===== src/rtl/control_pkg.sv =====
// Shared encodings for the ARMv4 single-cycle control unit: ALU commands,
// instruction classes, condition codes and the Control word bit layout.
package control_pkg;

    localparam logic [3:0] ALU_ADD = 4'b0100;
    localparam logic [3:0] ALU_SUB = 4'b0010;
    localparam logic [3:0] ALU_AND = 4'b0000;
    localparam logic [3:0] ALU_ORR = 4'b1100;

    localparam logic [3:0] CMD_AND = 4'b0000;
    localparam logic [3:0] CMD_SUB = 4'b0010;
    localparam logic [3:0] CMD_ADD = 4'b0100;
    localparam logic [3:0] CMD_CMP = 4'b1010;
    localparam logic [3:0] CMD_ORR = 4'b1100;

    typedef enum logic [1:0] {
        OP_DP    = 2'b00,
        OP_MEM   = 2'b01,
        OP_BR    = 2'b10,
        OP_UNDEF = 2'b11
    } op_e;

    typedef enum logic [3:0] {
        COND_EQ = 4'h0, COND_NE = 4'h1, COND_CS = 4'h2, COND_CC = 4'h3,
        COND_MI = 4'h4, COND_PL = 4'h5, COND_VS = 4'h6, COND_VC = 4'h7,
        COND_HI = 4'h8, COND_LS = 4'h9, COND_GE = 4'hA, COND_LT = 4'hB,
        COND_GT = 4'hC, COND_LE = 4'hD, COND_AL = 4'hE, COND_NV = 4'hF
    } cond_e;

    localparam logic [1:0] IMM_DP  = 2'b00;
    localparam logic [1:0] IMM_MEM = 2'b01;
    localparam logic [1:0] IMM_BR  = 2'b10;

    localparam logic [1:0] REGSRC_DP  = 2'b00;
    localparam logic [1:0] REGSRC_BR  = 2'b01;
    localparam logic [1:0] REGSRC_STR = 2'b10;

    localparam int CTL_PCSRC      = 12;
    localparam int CTL_MEMTOREG   = 11;
    localparam int CTL_MEMWRITE   = 10;
    localparam int CTL_ALUCTL_LSB = 6;
    localparam int CTL_ALUSRC     = 5;
    localparam int CTL_IMMSRC_LSB = 3;
    localparam int CTL_REGWRITE   = 2;
    localparam int CTL_REGSRC_LSB = 0;

    // NV is treated as never rather than the ARMv5 unconditional space.
    function automatic logic condPassed(input logic [3:0] cond, input logic [3:0] nzcv);
        logic n, z, c, v, pass;
        {n, z, c, v} = nzcv;
        pass = 1'b0;
        case (cond_e'(cond))
            COND_EQ: pass = z;
            COND_NE: pass = ~z;
            COND_CS: pass = c;
            COND_CC: pass = ~c;
            COND_MI: pass = n;
            COND_PL: pass = ~n;
            COND_VS: pass = v;
            COND_VC: pass = ~v;
            COND_HI: pass = c & ~z;
            COND_LS: pass = ~c | z;
            COND_GE: pass = (n == v);
            COND_LT: pass = (n != v);
            COND_GT: pass = ~z & (n == v);
            COND_LE: pass = z | (n != v);
            COND_AL: pass = 1'b1;
            COND_NV: pass = 1'b0;
        endcase
        return pass;
    endfunction

endpackage


===== src/rtl/control_unit_if.sv =====
// Control/InstrControl/ALUFlags link between the datapath (master) and the
// control unit (slave).
interface control_unit_if #(
    parameter int CNT_W = 16
);
    logic [19:0]      InstrControl;
    logic [3:0]       ALUFlags;
    logic [12:0]      Control;
    logic [3:0]       Flags;
    logic             CondEx;
    logic             Undef;
    logic [CNT_W-1:0] RetiredCount;

    modport master (
        output InstrControl, ALUFlags,
        input  Control, Flags, CondEx, Undef, RetiredCount
    );

    modport slave (
        input  InstrControl, ALUFlags,
        output Control, Flags, CondEx, Undef, RetiredCount
    );
endinterface


===== src/rtl/control_unit_cond_logic.sv =====
// Architectural NZCV register with condition evaluation; the condition always
// looks at the registered flags, so an S instruction's result is seen next cycle.
module cond_logic
    import control_pkg::*;
(
    input  logic       clk,
    input  logic       rst,
    input  logic [3:0] cond_i,
    input  logic       allow_i,
    input  logic       flagWrite_i,
    input  logic       flagAll_i,
    input  logic [3:0] aluFlags_i,
    output logic [3:0] flags_o,
    output logic       condEx_o
);

    logic [3:0] flags_q, flags_d;

    assign condEx_o = allow_i & condPassed(cond_i, flags_q);
    assign flags_o  = flags_q;

    // Logical operations leave C and V untouched.
    always_comb begin
        flags_d = flags_q;
        if (condEx_o && flagWrite_i) begin
            if (flagAll_i) flags_d = aluFlags_i;
            else           flags_d[3:2] = aluFlags_i[3:2];
        end
    end

    always_ff @(posedge clk) begin
        if (rst) flags_q <= 4'b0000;
        else     flags_q <= flags_d;
    end

endmodule


===== src/rtl/control_unit.sv =====
// Single-cycle ARMv4 control unit: combinational decode of Instr[31:12],
// condition gating of all state-changing enables, boot window and retire counter.
module control_unit
    import control_pkg::*;
#(
    parameter int BOOT_CYCLES = 1,
    parameter int CNT_W       = 16
) (
    input logic           clk,
    input logic           rst,
    control_unit_if.slave bus
);

    localparam int BOOT_W = (BOOT_CYCLES > 1) ? $clog2(BOOT_CYCLES + 1) : 1;

    logic [3:0]  cond, cmd, rd;
    logic [5:0]  funct;
    op_e         op;

    logic        pcSrcDec, memtoReg, memWriteDec, aluSrc, regWriteDec, undef, flagAll;
    logic [3:0]  aluCtl;
    logic [1:0]  immSrc, regSrc;

    logic        condEx, allow, booting;
    logic [3:0]  flags;
    logic [12:0] ctl;

    logic [BOOT_W-1:0] bootCnt_q, bootCnt_d;
    logic [CNT_W-1:0]  retired_q, retired_d;

    assign cond  = bus.InstrControl[19:16];
    assign op    = op_e'(bus.InstrControl[15:14]);
    assign funct = bus.InstrControl[13:8];
    assign rd    = bus.InstrControl[3:0];
    assign cmd   = funct[4:1];

    always_comb begin
        pcSrcDec    = 1'b0;
        memtoReg    = 1'b0;
        memWriteDec = 1'b0;
        aluCtl      = ALU_AND;
        aluSrc      = 1'b0;
        immSrc      = IMM_DP;
        regWriteDec = 1'b0;
        regSrc      = REGSRC_DP;
        undef       = 1'b0;
        flagAll     = 1'b0;
        case (op)
            OP_DP: begin
                aluSrc      = funct[5];
                regWriteDec = (cmd != CMD_CMP);
                flagAll     = (cmd == CMD_ADD) || (cmd == CMD_SUB) || (cmd == CMD_CMP);
                case (cmd)
                    CMD_ADD:          aluCtl = ALU_ADD;
                    CMD_SUB, CMD_CMP: aluCtl = ALU_SUB;
                    CMD_AND:          aluCtl = ALU_AND;
                    CMD_ORR:          aluCtl = ALU_ORR;
                    default:          aluCtl = ALU_ADD;
                endcase
            end
            OP_MEM: begin
                aluSrc = 1'b1;
                immSrc = IMM_MEM;
                aluCtl = ALU_ADD;
                if (funct[0]) begin
                    regWriteDec = 1'b1;
                    memtoReg    = 1'b1;
                end else begin
                    memWriteDec = 1'b1;
                    regSrc      = REGSRC_STR;
                end
            end
            OP_BR: begin
                pcSrcDec = 1'b1;
                aluSrc   = 1'b1;
                immSrc   = IMM_BR;
                regSrc   = REGSRC_BR;
                aluCtl   = ALU_ADD;
            end
            OP_UNDEF: undef = 1'b1;
        endcase
        // Writing R15 is a jump, whatever the instruction class.
        if (regWriteDec && rd == 4'hF) pcSrcDec = 1'b1;
    end

    assign booting = (bootCnt_q != '0);
    assign allow   = ~rst & ~booting;

    cond_logic u_cond (
        .clk        (clk),
        .rst        (rst),
        .cond_i     (cond),
        .allow_i    (allow),
        .flagWrite_i((op == OP_DP) && funct[0]),
        .flagAll_i  (flagAll),
        .aluFlags_i (bus.ALUFlags),
        .flags_o    (flags),
        .condEx_o   (condEx)
    );

    always_comb begin
        ctl = '0;
        ctl[CTL_PCSRC]                = pcSrcDec & condEx;
        ctl[CTL_MEMTOREG]             = memtoReg;
        ctl[CTL_MEMWRITE]             = memWriteDec & condEx;
        ctl[CTL_ALUCTL_LSB +: 4]      = aluCtl;
        ctl[CTL_ALUSRC]               = aluSrc;
        ctl[CTL_IMMSRC_LSB +: 2]      = immSrc;
        ctl[CTL_REGWRITE]             = regWriteDec & condEx;
        ctl[CTL_REGSRC_LSB +: 2]      = regSrc;
    end

    always_comb begin
        bootCnt_d = booting ? bootCnt_q - 1'b1 : bootCnt_q;
        retired_d = (condEx && !undef) ? retired_q + 1'b1 : retired_q;
    end

    // Reset reloads the boot window so the ROM latency is covered again.
    always_ff @(posedge clk) begin
        if (rst) begin
            bootCnt_q <= BOOT_W'(BOOT_CYCLES);
            retired_q <= '0;
        end else begin
            bootCnt_q <= bootCnt_d;
            retired_q <= retired_d;
        end
    end

    assign bus.Control      = ctl;
    assign bus.Flags        = flags;
    assign bus.CondEx       = condEx;
    assign bus.Undef        = undef;
    assign bus.RetiredCount = retired_q;

endmodule

===== src/flat_wrapper.sv =====
// flat-port wrapper written by rule: the top's interface ports become plain ports
module control_unit_flat import control_pkg::*;
#(
    parameter int BOOT_CYCLES = 1,
    parameter int CNT_W       = 16
)
  (clk, rst, bus_InstrControl, bus_ALUFlags, bus_Control, bus_Flags, bus_CondEx, bus_Undef, bus_RetiredCount);
  control_unit_if #(.CNT_W(CNT_W)) bus_i ();
  input logic clk;
  input logic rst;
  input wire logic [$bits(bus_i.InstrControl)-1:0] bus_InstrControl;
  input wire logic [$bits(bus_i.ALUFlags)-1:0] bus_ALUFlags;
  output wire logic [$bits(bus_i.Control)-1:0] bus_Control;
  output wire logic [$bits(bus_i.Flags)-1:0] bus_Flags;
  output wire logic [$bits(bus_i.CondEx)-1:0] bus_CondEx;
  output wire logic [$bits(bus_i.Undef)-1:0] bus_Undef;
  output wire logic [$bits(bus_i.RetiredCount)-1:0] bus_RetiredCount;
  assign bus_i.InstrControl = bus_InstrControl;
  assign bus_i.ALUFlags = bus_ALUFlags;
  assign bus_Control = bus_i.Control;
  assign bus_Flags = bus_i.Flags;
  assign bus_CondEx = bus_i.CondEx;
  assign bus_Undef = bus_i.Undef;
  assign bus_RetiredCount = bus_i.RetiredCount;
  control_unit #(.BOOT_CYCLES(BOOT_CYCLES), .CNT_W(CNT_W)) u_core (.clk(clk), .rst(rst), .bus(bus_i));
endmodule

===== config.mk =====
export PLATFORM = sky130hd
export DESIGN_NAME = control_unit_flat
export DESIGN_NICKNAME = d
export VERILOG_FILES = /design/src/rtl/control_pkg.sv /design/src/rtl/control_unit_if.sv /design/src/rtl/control_unit_cond_logic.sv /design/src/rtl/control_unit.sv /design/src/flat_wrapper.sv
export SDC_FILE = /design/constraint.sdc
export NUM_CORES = 1
export LEC_CHECK = 0
export ABC_AREA = 1
export CORE_MARGIN = 5
export CORE_UTILIZATION = 49
export CTS_CLUSTER_DIAMETER = 40
export CTS_CLUSTER_SIZE = 28
export DETAILED_ROUTE_END_ITERATION = 7
export DONT_BUFFER_PORTS = 1
export GPL_TIMING_DRIVEN = 1
export PLACE_DENSITY = 0.67
export SLEW_MARGIN = 25
export SYNTH_ARGS = -nofsm -noshare
export SYNTH_HDL_FRONTEND = slang
export SYNTH_SLANG_ARGS = --single-unit

===== constraint.sdc =====
create_clock -name clk -period 1.4 [get_ports clk]
set_input_delay 0.07 -clock clk [delete_from_list [all_inputs] [get_ports clk]]
set_output_delay 0.07 -clock clk [all_outputs]
set_load 0.01 [all_outputs]

==> flow_summary.ini, run 1 <==
[timing]
setup_slack_ns = -0.273
relSlewSlack = 0.534
setup_viol = 24
slew_viol_final = 0
finalHoldViolCount = 0
rsz0062_at_grt = yes
tightest_slew_ns = 0.696
fin_crit_sh = 1.19
min_period_ns = 1.67
fin_skew_ns = 0.00897
fmax_ghz = 0.598

[clocking]
clock_sinks = 21
clk_pin_slew_ns = 0.12
cts-buffers-inserted = 3
cts_tree = yes
insertion_delay_ns = 0.31
cts_root_buffer = clkbuf_4
cts_max_path_buffers = 2
htreeDepth = 1

[floorplan]
core_sq_um = 3080
row_count = 20
dieArea_sq_um = 4470
die_h_microns = 66.8
start_util = 0.514
pin_count = 61
dieWidth_microns = 66.8

[worst_setup_path]
start_kind = flip-flop
arrival_ns = 1.60
worst-path-max-fanout = 5
reg2reg_depth = 13
required_ns = 1.33
worstSetupPathType = reg2out
endpoint_kind = primary output

[global_route]
antenna_found_initial = 0
top_usage_layer = met2
grt_overflow = 0
grtUsageMet2 = 0.306
grt_usage = 0.187
grt_pass1_wl_microns = 6580
first_global_vias = 1550
grt.met1_usage = 0.246
grtUsageMet3 = 0.0438
grt_start_max_net_pins = 19

[job]
maxCapViolations = 0

[placement]
dp_hpwl_microns = 3020
gp_congestion = 0.827
pre_cts_ws_ns = -0.104
io_buffer_count = 0

[final_layout]
ff_latch_area_sq_um = 430
area_growth_pct = 26.9
antenna_cells = 0
layout-drive-gt1-share = 0.241
multi_input_area_sq_um = 1000
finalNetCount = 319
nFillCells = 295

[yosys]
yosys.area.top_type = dfxtp_1
ys_ff_latch = 21
synth_ff_type = dfxtp_1
ys_types = 26
ys_warn_count = 0
synth_area_sq_um = 1580
synth_area_leaders = dfxtp_1 (27%), nand2_1 (14%), nand4_1 (7.5%), a21oi_1 (7.3%), inv_1 (7.1%)
yosysSeqAreaShare = 0.266
avgSynthCellArea_sq_um = 6.36
syn_inst = 249
synth_edf_count = 0
synth_top_area_frac = 0.266
synth_commonest_cells = nand2_1 (57), inv_1 (30), a21oi_1 (23)
synthMostInstantiatedCell = nand2_1
synth_nets = 281
ys_async_sr_fraction = 0

[outcome]
status = finished with violations
violations = negative setup slack

[hold_path]
whs_path_depth = 4
min_path_type = in2reg

[drt]
drt_pass1_iterations = 6
ant_nets = 0
num_vias = 1701
drc_errors = 0
vias_per_cell = 5.15
wl_per_cell_microns = 12.3
first_iter_violations = 101
drt-total-wl_microns = 4070

[power_and_ir_drop]
p_total_mw = 1.14
powerDensity_nw_per_um2 = 569
ir_drop_mv = 0.264
leakage_nw = 0.883
## power by group
part | internal [mW] | switching [mW]
registers | 0.598 | 0.00337
clock network | 0.107 | 0.196
logic | 0.0947 | 0.145
## worst max-delay path, stage by stage, from the launching register on
cell and delay (ns):
dfxtp_4 0.39, inv_4 0.06, nand2_2 0.06, nand2_2 0.07, nand2_1 0.05, nand2_1 0.07
nand2_1 0.06, nand3_2 0.08, nand2_2 0.06, nand2_4 0.08, nand2_4 0.07, nor3_2 0.11
buf_4 0.14
## cells by family (layout without fill, tap and decap cells)
kind of cell,Yosys count,after routing,share of synthesized area
adders and majority gates,6,6,0.0474
buffers and inverters,46,83,0.130
DFF,21,21,0.266
and+or+nand+nor,133,133,0.388
AOI/OAI and AO/OA,29,29,0.0941
xor gates and xnor gates,13,13,0.0719
other,1,1,0.00237
## layer usage
metal / wire length [microns] / vias up
met5: 0 / -
met4: 42 / 0
met3: 395 / 5
met2: 1820 / 64
met1: 1810 / 750
li1: - / 882
## cells in the final DEF (no fill, tap or decap), types with 2 or more instances in the layout
master	synthesis	final
nand2_1	57	54
buf_4	5	37
inv_1	30	29
a21oi_1	23	22
nor2_1	22	20
nand3_1	20	19
nand4_1	19	19
dfxtp_1	21	17
xor2_1	11	11
nor3_1	9	7
ha_1	6	6
inv_2	5	4
nand2_2	2	4
clkbuf_4	0	3
dlygate4sd3_1	0	3
o21ai_0	4	2
inv_4	0	2
nor3_2	0	2
o21ai_2	0	2
nand2_4	1	2
xnor2_1	2	2
buf_6	2	2
dfxtp_4	0	2
dfxtp_2	0	2
## final timing paths
| kind | to | slack, ns | startpoint |
|---|---|---|---|
| min reg2reg | u_core.bus.RetiredCount[13] | 0.51 | u_core.bus.RetiredCount[13] |
| max reg2reg | u_core.bus.RetiredCount[7] | -0.20 | u_core.u_cond.flags_o[3] |
| min | u_core.u_cond.flags_o[3] | 0.02 | bus_ALUFlags[3] |
| max | bus_Control[10] | -0.27 | u_core.u_cond.flags_o[3] |
## final cells by class
type | instances | area share
Clock buffer | 3 | 0.0112
Clock inverter | 1 | 0.00249
Inverter | 36 | 0.0698
Multi-Input combinational cell | 182 | 0.500
Sequential cell | 21 | 0.214
Tap cell | 44 | 0.0274
Timing Repair Buffer | 43 | 0.174
## per-stage QoR
stage | setup TNS [ns] | utilization | cell area [sq um] | hold WS (ns) | instances
6_report | -4.46 | 0.652 | 2010 | 0.0184 | 330
3_3_place_gp | -1.04 | 0.604 | 1860 | 0.0994 | 318
5_1_grt | -8.07 | 0.652 | 2010 | 0.0672 | 330
3_5_place_dp | -1.69 | 0.604 | 1860 | 0.0998 | 318
4_1_cts | -4.14 | 0.645 | 1980 | 0.0106 | 329
2_1_floorplan | -0.0642 | - | 1600 | 0.0977 | 249
## registers in the layout, indices dropped and copies added (netlist names)
register                 count
u_core.bootCnt_q             1
u_core.bus.RetiredCount     16
u_core.u_cond.flags_o        4
## timing repair
action | CTS | global route
hold endpoints to repair | 21 | 0
resized for setup | 11 | 6
hold buffers | 3 | 0
buffers inserted | 4 | 1
pin swaps | 3 | 1
setup endpoints to repair | 24 | 24
(Power assumes the default switching activity.)
==> run 2: changes to the inputs <==
--- a/config.mk
+++ b/config.mk
@@ -7,13 +7,13 @@
 export LEC_CHECK = 0
 export ABC_AREA = 1
 export CORE_MARGIN = 5
-export CORE_UTILIZATION = 49
+export CORE_UTILIZATION = 44
 export CTS_CLUSTER_DIAMETER = 40
 export CTS_CLUSTER_SIZE = 28
 export DETAILED_ROUTE_END_ITERATION = 7
 export DONT_BUFFER_PORTS = 1
 export GPL_TIMING_DRIVEN = 1
-export PLACE_DENSITY = 0.67
+export PLACE_DENSITY = 0.62
 export SLEW_MARGIN = 25
 export SYNTH_ARGS = -nofsm -noshare
 export SYNTH_HDL_FRONTEND = slang
==> run 2 against run 1 <==
Net effect:
- the run still ends with negative setup slack left
- die area grew 9.6%
- clock power about the same
- worst setup slack improved by 0.011 ns
- sequential share of layout area fell by 0.46 points
- fmax increased by 0.68%
- hold slack better by 0.0074 ns
- non-clock buffer count up 5
- first-iteration DRC count fell by 11%
- critical endpoint unchanged
- flip-flop and latch count did not move
- via count increased by 1.1%
- highest routed layer unchanged
- critical path type unchanged
- routed wire length about the same
==> flow_summary.ini, run 2 (synthesis gave the netlist of run 1 again) <==
[floorplan]
dieWidth_microns = 70.0
dieArea_sq_um = 4900
start_util = 0.463
pin_count = 61
die_h_microns = 70.0
row_count = 21
core_sq_um = 3420

[final_layout]
finalNetCount = 324
antenna_cells = 0
largest_reg_flops = 16
area_growth_pct = 29.6
instances_no_fill = 337
layout-drive-gt1-share = 0.247
nFillCells = 342
layout_commonest_cell = nand2_1
final_cell_mix = nand2_1 (52), buf_4 (41), inv_1 (29)

[drt]
num_vias = 1720
drt_pass1_iterations = 4
vias_per_cell = 5.10
first_iter_violations = 90
drt-total-wl_microns = 4070
drc_errors = 0
ant_nets = 0
wl_per_cell_microns = 12.1

[power_and_ir_drop]
clkPwrFrac = 0.266
p_int_mw = 0.805
ir_drop_mv = 0.565
leakage_nw = 0.901
pwr-share-seq = 0.528
p_switching_mw = 0.338
powerDensity_nw_per_um2 = 557
swShare = 0.296
comb_power_share = 0.206

[worst_setup_path]
worstSetupPathType = reg2out
crit_chain = inv_4 -> nand2_1 -> nand3_1 -> nand2_1 -> nand2_1 -> nand2_1 -> nand3_1 -> nand2_2 -> nand2_4 -> nand2_4 -> nor3_2 -> buf_4
cp_top_family = simple AND/OR/NAND/NOR gates
endpoint_kind = primary output
worst-path-buf-inv = 2
required_ns = 1.33
start_kind = flip-flop
crit_top_cell = nand2_1
worst-path-max-fanout = 5
timing.reg2reg.setup_slack_ns = -0.23
crit_path_top_delay_cell = dfxtp_4
cpPeakStageDelay_ns = 0.39
arrival_ns = 1.59

[global_route]
antenna_found_initial = 0
grt_usage = 0.168
grt_pass1_wl_microns = 7070
first_global_vias = 1624
grt_overflow = 0
grt_start_max_net_pins = 19

[placement]
dp.cells = 325
dp_hpwl_microns = 3150
gp_congestion = 0.862
io_buffer_count = 0

[clocking]
htreeDepth = 1
clk_pin_slew_ns = 0.12
insertion_delay_ns = 0.30
clock_sinks = 21
cts_tree = yes
cts_root_buffer = clkbuf_4
cts-buffers-inserted = 3
cts_max_path_buffers = 2

[timing]
min_period_ns = 1.66
fmax_ghz = 0.602
slew_viol_final = 0
tightest_slew_ns = 0.752
fin_skew_ns = 0.000949
relSlewSlack = 0.497
finalHoldViolCount = 0
rsz0062_at_grt = yes
hold_ws_ns = 0.0258
setup_slack_ns = -0.262
fin_crit_sh = 1.19
setup_viol = 24

[job]
maxCapViolations = 0

[hold_path]
min_path_type = in2reg

[outcome]
violations = negative setup slack
status = finished with violations
==> run 2: cell types whose count changed in the layout (fill, tap and decap cells not counted), sizes merged <==
cell         before  now
buf              40   44
clkbuf            3    4
clkinv            2    1
dlygate4sd3       3    4
==> run 2: cell type report <==
| class | count | area (sq um) | area share |
|---|---|---|---|
| well taps | 46 | 57.6 | 0.0280 |
| multi-input cells | 182 | 1000 | 0.488 |
| repair buffers | 48 | 390 | 0.190 |
| flip-flops and latches | 21 | 430 | 0.210 |
| inverters | 36 | 145 | 0.0707 |
| clock buffers | 4 | 26.3 | 0.0128 |
==> run 2: tightest hold or removal path: cells and delay by family <==
family	cells	cell delay, ns
AO/OA/AOI/OAI	1	0.03
AND/OR/NAND/NOR	2	0.16
buffers and inverters	1	0.04
==> run 2: metrics by stage <==
stage | power [mW] | util | setup TNS, ns | setup slack, ns | instance area (sq um)
after detailed placement | 0.815 | 0.556 | -1.50 | -0.0818 | 1900
after floorplan | 0.775 | - | -0.0642 | -0.00799 | 1600
after CTS | 1.15 | 0.592 | -4.19 | -0.263 | 2020
final | 1.14 | 0.601 | -4.56 | -0.262 | 2050
after global routing | 1.20 | 0.601 | -7.77 | -0.416 | 2050
after global placement | 0.815 | 0.556 | -1.41 | -0.0797 | 1900
==> run 2: path summary, 6_finish.rpt <==
kind                              startpoint                         end  cells after the start
hold / removal               bus_ALUFlags[2]    u_core.u_cond.flags_o[2]                      4
hold reg to reg   u_core.bus.RetiredCount[0]  u_core.bus.RetiredCount[0]                      2
setup reg to reg    u_core.u_cond.flags_o[3]  u_core.bus.RetiredCount[3]                     13
setup / recovery    u_core.u_cond.flags_o[3]             bus_Control[10]                     12
==> run 2: what timing repair did <==
action                     in CTS  in global routing
pin swaps                       3                  2
setup endpoints to repair      24                 24
setup buffers                   3                  1
hold endpoints to repair       21                  0
gates resized for setup        10                  8
hold buffers                    4                  0
==> run 2: power by group through the flow <==
| stage | clock network, mW | registers (mW) | logic, mW |
|---|---|---|---|
| 2_1_floorplan | 0 | 0.616 | 0.159 |
| 3_3_place_gp | 0 | 0.616 | 0.199 |
| 3_5_place_dp | 0 | 0.616 | 0.199 |
| 4_1_cts | 0.318 | 0.602 | 0.234 |
| 5_1_grt | 0.338 | 0.604 | 0.260 |
| 6_report | 0.304 | 0.603 | 0.236 |
==> run 2: per-layer routing <==
layer,wire [microns],up-vias,global-route usage
met5,0,-,0
met4,21,0,0.0191
met3,309,2,0.0560
met2,1750,55,0.265
met1,1990,766,0.229
li1,-,897,-
==> run 3: changes to the inputs <==
--- a/config.mk
+++ b/config.mk
@@ -5,7 +5,6 @@
 export SDC_FILE = /design/constraint.sdc
 export NUM_CORES = 1
 export LEC_CHECK = 0
-export ABC_AREA = 1
 export CORE_MARGIN = 5
 export CORE_UTILIZATION = 44
 export CTS_CLUSTER_DIAMETER = 40
@@ -13,7 +12,7 @@
 export DETAILED_ROUTE_END_ITERATION = 7
 export DONT_BUFFER_PORTS = 1
 export GPL_TIMING_DRIVEN = 1
-export PLACE_DENSITY = 0.62
+export PLACE_DENSITY = 0.6
 export SLEW_MARGIN = 25
 export SYNTH_ARGS = -nofsm -noshare
 export SYNTH_HDL_FRONTEND = slang
==> constraint.sdc (replaced) <==
create_clock -name clk -period 2 [get_ports clk]
set_input_delay 0.1 -clock clk [delete_from_list [all_inputs] [get_ports clk]]
set_output_delay 0.1 -clock clk [all_outputs]
set_load 0.01 [all_outputs]
==> run 3 against run 2 <==
Net effect:
- the flow finishes with violations (negative hold slack, negative setup slack)
- first-iteration DRC count shrank 53%
- flip-flop and latch count unchanged
- register-to-register slack better by 0.23 ns
- synthesized area down 11%
- power shrank 33%
- critical path type unchanged
- largest power group unchanged
==> flow_summary.ini, run 3 <==
[outcome]
status = finished with violations
violations = negative hold slack, negative setup slack

[worst_setup_path]
endpoint_kind = primary output
worstSetupPathType = reg2out
crit_path_top_delay_cell = dfxtp_4
crit_top_cell = a21oi_2
start_kind = flip-flop
required_ns = 1.90
crit_chain = nor4b_4 -> a21oi_2 -> a21oi_2 -> nor2_4 -> nor4_4 -> nor2b_4
arrival_ns = 1.93
worst-path-max-fanout = 4
cpPeakStageDelay_ns = 0.38

[global_route]
top_usage_layer = met2
grt.met1_usage = 0.181
grt_overflow = 0
grtUsageMet2 = 0.324
first_global_vias = 1381
grt_usage = 0.171
antenna_found_initial = 0
grt_start_max_net_pins = 28
grtUsageMet3 = 0.0354
grt_pass1_wl_microns = 6000

[timing]
min_period_ns = 2.03
fin_crit_sh = 1.01
setup_viol = 4
final.setup.tns_ns = -0.0529
finalHoldViolCount = 15
fmax_ghz = 0.494
setup_slack_ns = -0.0251
rsz0062_at_grt = yes
fin_skew_ns = 0.00219
slew_viol_final = 0
hold_ws_ns = -0.177

[clocking]
cts_root_buffer = clkbuf_4
insertion_delay_ns = 0.30
htreeDepth = 1
clk_pin_slew_ns = 0.12
clock_sinks = 21
cts_tree = yes
cts-buffers-inserted = 3
cts_max_path_buffers = 2

[power_and_ir_drop]
p_int_mw = 0.568
clkPwrFrac = 0.267
pwr-share-seq = 0.553
comb_power_share = 0.180
powerDensity_nw_per_um2 = 418
swShare = 0.260
leakage_nw = 0.638
p_switching_mw = 0.200
ir_drop_mv = 0.272

[drt]
first_iter_violations = 42
drt_pass1_iterations = 4
num_vias = 1376
ant_nets = 0
drc_errors = 0
wl_per_cell_microns = 16.1
vias_per_cell = 5.57
drt-total-wl_microns = 3980

[yosys]
ys_types = 40
synth_area_sq_um = 1410
synth_area_leaders = dfxtp_1 (30%), a21oi_1 (6.0%), mux2i_1 (5.7%), ha_1 (5.3%), o31ai_1 (4.3%)
avgSynthCellArea_sq_um = 8.15
synthMostInstantiatedCell = dfxtp_1
ys_warn_count = 0
synth_top_area_frac = 0.298
synth_nets = 205
ys_async_sr_fraction = 0
yosysSeqAreaShare = 0.298
syn_inst = 173
ys_ff_latch = 21
synth_commonest_cells = dfxtp_1 (21), a21oi_1 (17), nor2_1 (10), o21ai_0 (10), nand2b_1 (9)
synth_edf_count = 0
synth_ff_type = dfxtp_1
yosys.area.top_type = dfxtp_1

[final_layout]
finalNetCount = 236
layout_commonest_cell = buf_4
antenna_cells = 0
area_growth_pct = 30.2
final_cell_mix = buf_4 (22), dfxtp_1 (17), a21oi_1 (14), dlygate4sd3_1 (14)
post-route-util = 0.601
largest_reg_flops = 16
layout-drive-gt1-share = 0.236
design_area_sq_um = 1840

[placement]
placed_cell_area_sq_um = 1520
pre_cts_ws_ns = -0.00879
dp_hpwl_microns = 2660
gp_congestion = 0.690
io_buffer_count = 0

[job]
maxCapViolations = 0

[floorplan]
start_util = 0.462
row_count = 20
dieArea_sq_um = 4440
pin_count = 61
core_sq_um = 3050
dieWidth_microns = 66.6
die_h_microns = 66.6

[hold_path]
min_path_type = in2reg
## run 3: final cells by class
class	count	area, sq um
well taps	44	55.1
repair buffers	37	317
multi-input cells	135	987
flip-flops and latches	21	428
inverters	6	22.5
fillers	277	1220
clock buffers	4	26.3
## run 3: per-layer routing
layer,vias up,share of wire
li1,681,-
met1,661,0.41
met3,2,0.067
met4,0,0.0045
met2,32,0.52
met5,-,0
## run 3: kinds of logic after synthesis
family                     synth area share
AOI/OAI and AO/OA                     0.166
xor gates and xnor gates             0.0186
and+or+nand+nor                       0.319
buffers and inverters                0.0745
other                               0.00266
DFF                                   0.298
adders and majority gates            0.0532
muxes                                0.0674
## run 3: critical path, delay by kind of cell (launching register included)
family	cells	cell delay, ns
AOI/OAI and AO/OA	2	0.29
and+or+nand+nor	4	0.94
DFF	1	0.38
## run 3: final timing paths
kind	startpoint	to	slack [ns]	depth (start not counted)
worst max-delay path	u_core.u_cond.flags_o[2]	bus_Control[2]	-0.03	6
worst min-delay path	rst	u_core.bootCnt_q	-0.18	0
worst max register to register	u_core.u_cond.flags_o[2]	u_core.bus.RetiredCount[9]	0	6
worst min register to register	u_core.bus.RetiredCount[15]	u_core.bus.RetiredCount[15]	0.55	2
## run 3: power by group through the flow
stage	clock, mW	combinational, mW	sequential, mW
final	0.205	0.138	0.425
after global routing	0.235	0.149	0.425
after CTS	0.215	0.115	0.426
after detailed placement	0	0.0957	0.434
after global placement	0	0.0928	0.434
after floorplan	0	0.0928	0.436
## run 3: what timing repair did
| action | CTS | global route |
|---|---|---|
| pin swaps | 1 | 7 |
| hold buffers | 13 | 1 |
| resized for setup | 10 | 15 |
| setup buffers | 0 | 5 |
| cloned | 0 | 1 |
| setup endpoints to repair | 14 | 16 |
| hold endpoints to repair | 21 | 16 |
## run 3: stage by stage
stage          instances  total power [mW]
2_1_floorplan        173             0.529
3_3_place_gp         223             0.527
3_5_place_dp         223             0.530
4_1_cts              240             0.756
5_1_grt              247             0.810
6_report             247             0.767
